### config.mk
export PLATFORM = sky130hd
export DESIGN_NAME = modn_walk_detector
export DESIGN_NICKNAME = d
export VERILOG_FILES = /design/src/rtl/modn_walk_detector.sv
export SDC_FILE = /design/constraint.sdc
export NUM_CORES = 1
export LEC_CHECK = 0
export CAP_MARGIN = 25
export CELL_PAD_IN_SITES_DETAIL_PLACEMENT = 0
export CELL_PAD_IN_SITES_GLOBAL_PLACEMENT = 1
export CORE_AREA = 2 2 39 41
export CTS_CLUSTER_DIAMETER = 200
export DETAILED_ROUTE_END_ITERATION = 8
export DIE_AREA = 0 0 41 43
export PLACE_DENSITY_LB_ADDON = 0.08
export SLEW_MARGIN = 20
export SYNTH_ARGS = -nofsm -noshare
export SYNTH_HDL_FRONTEND = slang
export SYNTH_SLANG_ARGS = --single-unit
### constraint.sdc
create_clock -name CLK -period 1.6 [get_ports CLK]
set_input_delay 0.16 -clock CLK [delete_from_list [all_inputs] [get_ports CLK]]
set_output_delay 0.16 -clock CLK [all_outputs]
set_load 0.02 [all_outputs]
### src/rtl/modn_walk_detector.sv
// Modulo-MOD up/down state walker with a registered match flag on a programmable target state.
// Optional saturating hit counter, built only when MODN_WALK_HIT_CNT_EN is defined.
module modn_walk_detector #(
  parameter int unsigned MOD   = 3,
  parameter int unsigned SW    = (MOD > 2) ? $clog2(MOD) : 1,
  parameter int unsigned CNT_W = 8
) (
  input  logic             CLK,
  input  logic             RST,
  input  logic             EN,
  input  logic             IN,
  input  logic             CLR,
  input  logic [SW-1:0]    MATCH_STATE,
  output logic [SW-1:0]    STATE,
  output logic             MATCH,
  output logic [CNT_W-1:0] HIT_CNT
);

  localparam logic [SW-1:0] MaxState = SW'(MOD - 1);
  localparam logic [SW-1:0] OneState = SW'(1);

  logic [SW-1:0] state_q, state_d;
  logic          match_q, match_d;
  logic          on_target;

  // A target at or above MOD is never reached, so MATCH stays low without special casing.
  assign on_target = (state_q == MATCH_STATE);

  always_ff @(posedge CLK or posedge RST) begin
    if (RST) begin
      state_q <= '0;
      match_q <= 1'b0;
    end else begin
      state_q <= state_d;
      match_q <= match_d;
    end
  end

  // Explicit compare-and-wrap keeps non-power-of-two MOD inside 0..MOD-1.
  always_comb begin
    state_d = state_q;
    match_d = on_target;
    if (CLR) begin
      state_d = '0;
      match_d = 1'b0;
    end else if (EN) begin
      if (IN) begin
        state_d = (state_q == MaxState) ? '0 : state_q + OneState;
      end else begin
        state_d = (state_q == '0) ? MaxState : state_q - OneState;
      end
    end
  end

  always_comb begin
    STATE = state_q;
    MATCH = match_q;
  end

`ifdef MODN_WALK_HIT_CNT_EN
  logic [CNT_W-1:0] hit_cnt_q, hit_cnt_d;
  logic             hit_rise;

  // Counts the edge on which MATCH rises, so dwelling on the target counts once.
  assign hit_rise = !CLR && !match_q && on_target;

  always_comb begin
    hit_cnt_d = hit_cnt_q;
    if (CLR) begin
      hit_cnt_d = '0;
    end else if (hit_rise && (hit_cnt_q != {CNT_W{1'b1}})) begin
      hit_cnt_d = hit_cnt_q + CNT_W'(1);
    end
  end

  always_ff @(posedge CLK or posedge RST) begin
    if (RST) begin
      hit_cnt_q <= '0;
    end else begin
      hit_cnt_q <= hit_cnt_d;
    end
  end

  assign HIT_CNT = hit_cnt_q;
`else
  assign HIT_CNT = '0;
`endif

endmodule
# After elaboration in Yosys (flattened, before gate mapping)
# Index checks and enable logic that the tools add are counted.
[totals]
ff_bits = 3
in_bits = 7
out_inout_bits = 11
[op_classes]
n_eq_ne = 2
addsub = 2
reduce_logical = 2
mux = 6
[ops]
columns = ["op", "count"]
rows = [
  ["$mux W2", 5],
  ["$add A2 B1 Y2 const B", 1],
  ["$eq A2 B2 Y1", 1],
  ["$eq A2 B2 Y1 const B", 1],
  ["$logic_not A2 Y1", 1],
  ["$reduce_bool A2 Y1", 1],
  ["$sub A2 B1 Y2 const B", 1],
  ["$mux W1", 1],
]

# Longest topological paths before layout
# Gate-level depths: netlist of run 1.
[logic_depth]
depth_word = 5
mapped_depth = 4

# Worst setup path before layout of run 1
# OpenSTA, ideal clock, no wires.
[synth_timing]
path_type = "reg-to-reg"
start = "reg state_q[0], in the netlist STATE[0]"
end = "reg state_q[1], in the netlist STATE[1]"
path_stages_with_launch = 5
arrival_time_ps = 1168
n_path_buf = 0
setup_slack_ps = 328
setup_time_ps = 104
period_less_slack_ps = 1272
required_time_ps = 1496
path_cell_list = "dfrtp_1 -> inv_1 -> ha_1 -> nor2b_1 -> o41ai_2"
[synth_between]
elab_chain_cells = 5
[synth_rtl]
columns = ["item", "line_no", "rtl"]
rows = [
  ["from (decl)", "22", "logic [SW-1:0] state_q, state_d;"],
  ["from (signal assigned)", "34", "state_q <= state_d;"],
  ["$sub A2 B1 Y2 (tied with other cells)", "50", "state_d = (state_q == '0) ? MaxState : state_q - OneState;"],
  ["$mux W2, on equally long branches", "50, 48", ""],
  ["$mux W2 *", "47", "if (IN) begin"],
  ["$mux W2 *", "46", "end else if (EN) begin"],
  ["$mux W2 *", "43", "if (CLR) begin"],
]
# Every way passes the cells marked *; elsewhere a longest branch is shown, timed or not. The select of a mux whose other input is x is not followed.
# A chain may end at the register's enable or synchronous reset.

# Worst setup path in the final report of run 1
[layout_timing]
start = "reg state_q[0], in the netlist STATE[0]"
end = "out STATE[0]"
[layout_rtl]
columns = ["item", "line_no", "rtl"]
rows = [
  ["to (decl)", "14", "output logic [SW-1:0] STATE,"],
]
# No word-level cell between the ends.

==> results of run 1 <==
==> registers in the layout, indices dropped and copies added, names as in the netlist <==
name	count
STATE	2
MATCH	1
==> worst reg2reg max path: stages (launching register included) <==
cell and delay, ns:
dfrtp_1 0.45, inv_1 0.10, ha_1 0.29, nor2b_1 0.13
o41ai_2 0.20
==> report_power, final <==
group | switching [uW] | internal (uW) | total, uW
Combinational | 45.9 | 36.9 | 82.7
Sequential | 7.75 | 82.3 | 90.0
Clock | 33.8 | 93.1 | 127
Total | 87.5 | 212 | 300
==> routing by layer <==
layer  up-vias  global-route usage  share of wire
met5         -                   0              0
li1        101                   -              -
met4         0              0.0400              0
met2        10              0.0938           0.51
met3         0              0.0471           0.10
met1        90              0.0831           0.39
==> cell families (layout without fill, tap and decap cells) <==
family | count (synthesis) | after routing | synth area share
buffers and inverters | 12 | 17 | 0.275
DFF | 3 | 3 | 0.275
xor gates and xnor gates | 2 | 2 | 0.0642
other | 1 | 8 | 0.0137
adders and majority gates | 3 | 3 | 0.138
AOI/OAI and AO/OA | 2 | 2 | 0.0872
and+or+nand+nor | 5 | 5 | 0.110
muxes | 1 | 1 | 0.0367
==> layout make-up <==
type / instances / share of cell area
Multi-Input combinational cell: 21 / 0.397
Timing Repair Buffer: 9 / 0.240
Sequential cell: 3 / 0.200
Clock buffer: 4 / 0.0700
Tap cell: 16 / 0.0533
Inverter: 4 / 0.0400
==> synth_stat cells <==
master	number
buf_4	8
inv_1	4
dfrtp_1	3
ha_1	3
nor2b_1	2
xor2_1	2
a211oi_1	1
conb_1	1
mux2i_1	1
nor2_1	1
nor3_1	1
o41ai_2	1
or3b_1	1
==> per-stage QoR <==
step	setup slack, ns	instances	power [uW]
floorplan	0.328	36	152
global route	0.0697	57	325
finish	0.126	57	300
detailed placement	0.326	53	175
global placement	0.360	53	174
CTS	0.110	57	307
==> worst paths after layout <==
kind	slack, ns	cells after the start	endpoint
hold / removal	0.10	2	MATCH
min in group CLK	0.59	2	STATE[0]
max in group asynchronous	1.37	2	STATE[0]
hold reg to reg	0.67	2	STATE[0]
setup / recovery	0.13	1	STATE[0]
setup reg to reg	0.33	4	STATE[1]
==> flow_metrics.env, run 1 <==
export IMPL_nNetsFinal=52
export IMPL_start_util=0.197
export IMPL_dp_final_hpwl_um=458
export IMPL_min_period_ns=1.47
export IMPL_drive_gt1_frac=0.0976
export IMPL_globalplace_congestion=0.686
export IMPL_wl_um=551
export IMPL_grt_usage=0.0711
export IMPL_hold_slack_ns=0.102
export IMPL_cts_buffer_depth=2
export IMPL_ys_ff_latch=3
export IMPL_slew_violations=0
export IMPL_ys_warn_count=0
export IMPL_start_kind="flop"
export IMPL_vias=201
export IMPL_regArea_um2=75.1
export IMPL_crit_chain="clkdlybuf4s50_1"
export IMPL_crit_path_max_fanout=5
export IMPL_cts_htree_levels=1
export IMPL_synth_seq_area_share=0.275
export IMPL_synth_top_cell_by_area="dfrtp_1"
export IMPL_dr_first_iter_drc_count=3
export IMPL_final_util=0.271
export IMPL_postCtsSetupBuffers=0
export IMPL_dr_pass1_iters=3
export IMPL_end_kind="primary output"
export IMPL_finalInstanceArea_um2=375
export IMPL_cts_sinks=3
export IMPL_maxCapViolCount=0
export IMPL_antenna_found_initial=0
export IMPL_antenna_cells=0
export IMPL_final_common_cell="clkdlybuf4s50_1"
export IMPL_grt_pass1_vias=179
export IMPL_synthToLayoutAreaGrowth_pct=37.6
export IMPL_multi_input_area_um2=149
export IMPL_drc=0
export IMPL_synthCells=29
export IMPL_fillers=161
export IMPL_max_freq_mhz=678
export IMPL_crit_type="reg -> out"
export IMPL_synth_top_cell_area_share=0.275
export IMPL_min_period_over_period=0.921
export IMPL_peakVddDrop_v=0.000276
export IMPL_cts_tree="built"
export IMPL_layout_common_cells="9 x clkdlybuf4s50_1, 8 x conb_1, 4 x inv_1"
export IMPL_crit_family="buffers and inverters"
export IMPL_antenna_left=0
export IMPL_cts_buffers=3
export IMPL_crit_path_top_delay_cell="clkdlybuf4s50_1"
export IMPL_hold_violations=0
export IMPL_max_stage_delay_ns=0.64
export IMPL_hp_class="in -> async"
export IMPL_clk_latency_ns=0.23
export IMPL_postPlaceCellArea_um2=349
export IMPL_grt_start_max_net_pins=6
export IMPL_fin_tns_setup_ns=0
export IMPL_synth_top_cells_by_area="dfrtp_1 28%, buf_4 22%, ha_1 14%"
export IMPL_cts_resized=0
export IMPL_die_w_um=41
export IMPL_dieArea_um2=1760
export IMPL_cts_root_buf="clkbuf_4"
export IMPL_finalSetupViolCount=0
export IMPL_grt_overflow=0
export IMPL_worst_ep_required_time_ns=1.44
export IMPL_dieHeight_um=43
export IMPL_synthesis_area_um2=273
export IMPL_grt_pass1_wl_um=759
export IMPL_worstPathArrival_ns=1.31
export IMPL_critPathBufInv=1
export IMPL_clk_pin_slew_ns=0.03
export IMPL_viasPerCell=3.53
export IMPL_cellPowerDensity_nw_per_um2=798
export IMPL_fin_skew_ns=0.00163
export IMPL_crit_path_start="STATE[0]"
export IMPL_synth_cell_types=13
export IMPL_postCtsHoldBufs=0
export IMPL_port_buffers=9
export IMPL_ios=18
export IMPL_rsz0062_at_grt="no"
export IMPL_row_count=14
export IMPL_avgRoutedWirePerCell_um=9.67
export IMPL_r2r_start="STATE[0]"
export IMPL_syn_avg_cell_area_um2=9.41
export IMPL_status="finished, final reports clean"
export IMPL_leakage_uw=0.000186
export IMPL_core_area_um2=1380
(Power assumes the default switching activity.)
==> inputs of run 2 (changes only) <==
- DONT_BUFFER_PORTS: unset -> 1
- PLACE_DENSITY_LB_ADDON: 0.08 -> 0.12
==> run 2 against run 1 <==
  * Fmax up 35%
  * Via count shrank 9.5%
  * Non-clock buffer count shrank 5
  * Utilization down 4.0 points
  * Sequential share of layout area grew 3.4 points
  * Cell count fell by 8.8%
  * Sequential cell count did not move
  * Critical path type is now reg -> reg
  * Critical endpoint is now STATE[1]
==> flow_metrics.env, run 2 (synthesis results as in run 1) <==
export IMPL_status="finished, final reports clean"
export IMPL_leakage_uw=0.000171
export IMPL_final_util=0.231
export IMPL_max_freq_mhz=914
export IMPL_layout_common_cells="8 x conb_1, 4 x inv_1, 3 x dfrtp_1, 3 x ha_1, 3 x clkbuf_4"
export IMPL_p_total_uw=289
export IMPL_drc=0
export IMPL_min_period_over_period=0.684
export IMPL_cts_resized=0
export IMPL_regArea_um2=75.1
export IMPL_grt_pass1_vias=176
export IMPL_maxCapViolCount=0
export IMPL_cellPowerDensity_nw_per_um2=902
export IMPL_viasPerCell=3.50
export IMPL_hold_violations=0
export IMPL_crit_type="reg -> reg"
export IMPL_power_switching_uw=89.9
export IMPL_min_path_cells=1
export IMPL_fin_cells=52
export IMPL_pwr_share_clk=0.469
export IMPL_clk_latency_ns=0.23
export IMPL_multi_input_area_um2=149
export IMPL_busiest_layer="met2"
export IMPL_dp_cells=46
export IMPL_grt_usage=0.0733
export IMPL_switching_share=0.311
export IMPL_worst_ep_required_time_ns=1.73
export IMPL_wl_um=566
export IMPL_r2r_cells=4
export IMPL_cts_htree_levels=1
export IMPL_port_buffers=0
export IMPL_dp_final_hpwl_um=432
export IMPL_finalSetupViolCount=0
export IMPL_cts_buffer_depth=2
export IMPL_r2r_start="STATE[0]"
export IMPL_slew_violations=0
export IMPL_dieHeight_um=43
export IMPL_peakVddDrop_v=0.000331
export IMPL_dr_first_iter_drc_count=0
export IMPL_nNetsFinal=47
export IMPL_drive_gt1_frac=0.167
export IMPL_fin_tns_setup_ns=0
export IMPL_core_area_um2=1380
export IMPL_antenna_left=0
export IMPL_antenna_cells=0
export IMPL_start_kind="flop"
export IMPL_use_met1=0.0675
export IMPL_dr_pass1_iters=1
export IMPL_min_period_ns=1.09
export IMPL_rsz0062_at_grt="no"
export IMPL_postCtsHoldBufs=2
export IMPL_start_util=0.197
export IMPL_cts_buffers=3
export IMPL_avgRoutedWirePerCell_um=10.9
export IMPL_combPwrFrac=0.227
export IMPL_hold_start="CLR"
export IMPL_worstPathArrival_ns=1.23
export IMPL_crit_path_start="STATE[0]"
export IMPL_final_common_cell="conb_1"
export IMPL_cts_tree="built"
export IMPL_grt_pass1_wl_um=779
export IMPL_p_seq_frac=0.303
export IMPL_antenna_found_initial=0
export IMPL_met3_usage=0.0785
export IMPL_globalplace_congestion=0.670
export IMPL_hold_slack_ns=0.0109
export IMPL_crit_path_max_fanout=2
export IMPL_postCtsSetupBuffers=0
export IMPL_cts_root_buf="clkbuf_4"
export IMPL_end_kind="flop"
export IMPL_die_w_um=41
export IMPL_hp_class="in -> reg"
export IMPL_fillers=161
export IMPL_dieArea_um2=1760
export IMPL_vias=182
export IMPL_synthToLayoutAreaGrowth_pct=17.4
export IMPL_grt_start_max_net_pins=5
export IMPL_use_met2=0.106
export IMPL_clk_pin_slew_ns=0.04
export IMPL_p_int_uw=199
export IMPL_ios=18
export IMPL_fin_skew_ns=0.000802
export IMPL_grt_overflow=0
export IMPL_row_count=14
export IMPL_largest_reg_flops=2
export IMPL_cts_sinks=3
## run 2: layout make-up
type | count | share of cell area
timing repair buffer | 4 | 0.109
inverter | 4 | 0.0469
multi-input combinational | 21 | 0.465
sequential | 3 | 0.234
tap | 16 | 0.0625
clock buffer | 4 | 0.0820
## run 2: stage by stage
| step | instance area, um2 | setup slack [ns] |
|---|---|---|
| after global routing | 320 | 0.433 |
| final | 320 | 0.506 |
| after global placement | 274 | 0.503 |
| after detailed placement | 274 | 0.510 |
| after CTS | 320 | 0.502 |
| after floorplan | 299 | 0.328 |
## run 2: routing by layer
metal	part of all wire	wire length, um	up-vias
met2	0.47	266	13
met1	0.36	206	79
met5	0	0	-
met3	0.16	92	0
met4	0	0	0
li1	-	-	90
## run 2: worst max-delay path, cell delays in order (launching register included)
cell and delay [ns]:
dfrtp_1 0.37, inv_1 0.09, ha_1 0.23, nor2b_1 0.13
o41ai_2 0.18
## run 2: power groups by stage
stage               Sequential, uW  Combinational, uW  Clock (uW)
floorplan                     96.1               55.8           0
global placement              88.4               62.0           0
detailed placement            88.5               61.9           0
CTS                           87.7               66.2         140
global route                  88.4               73.4         144
finish                        87.6               65.6         136
## run 2: worst paths after layout
path | slack [ns] | to
setup / recovery | 0.51 | STATE[1]
hold / removal | 0.01 | MATCH
setup reg to reg | 0.51 | STATE[1]
hold reg to reg | 0.74 | STATE[0]
max in group asynchronous | 1.22 | MATCH
min in group asynchronous | 0.24 | STATE[1]
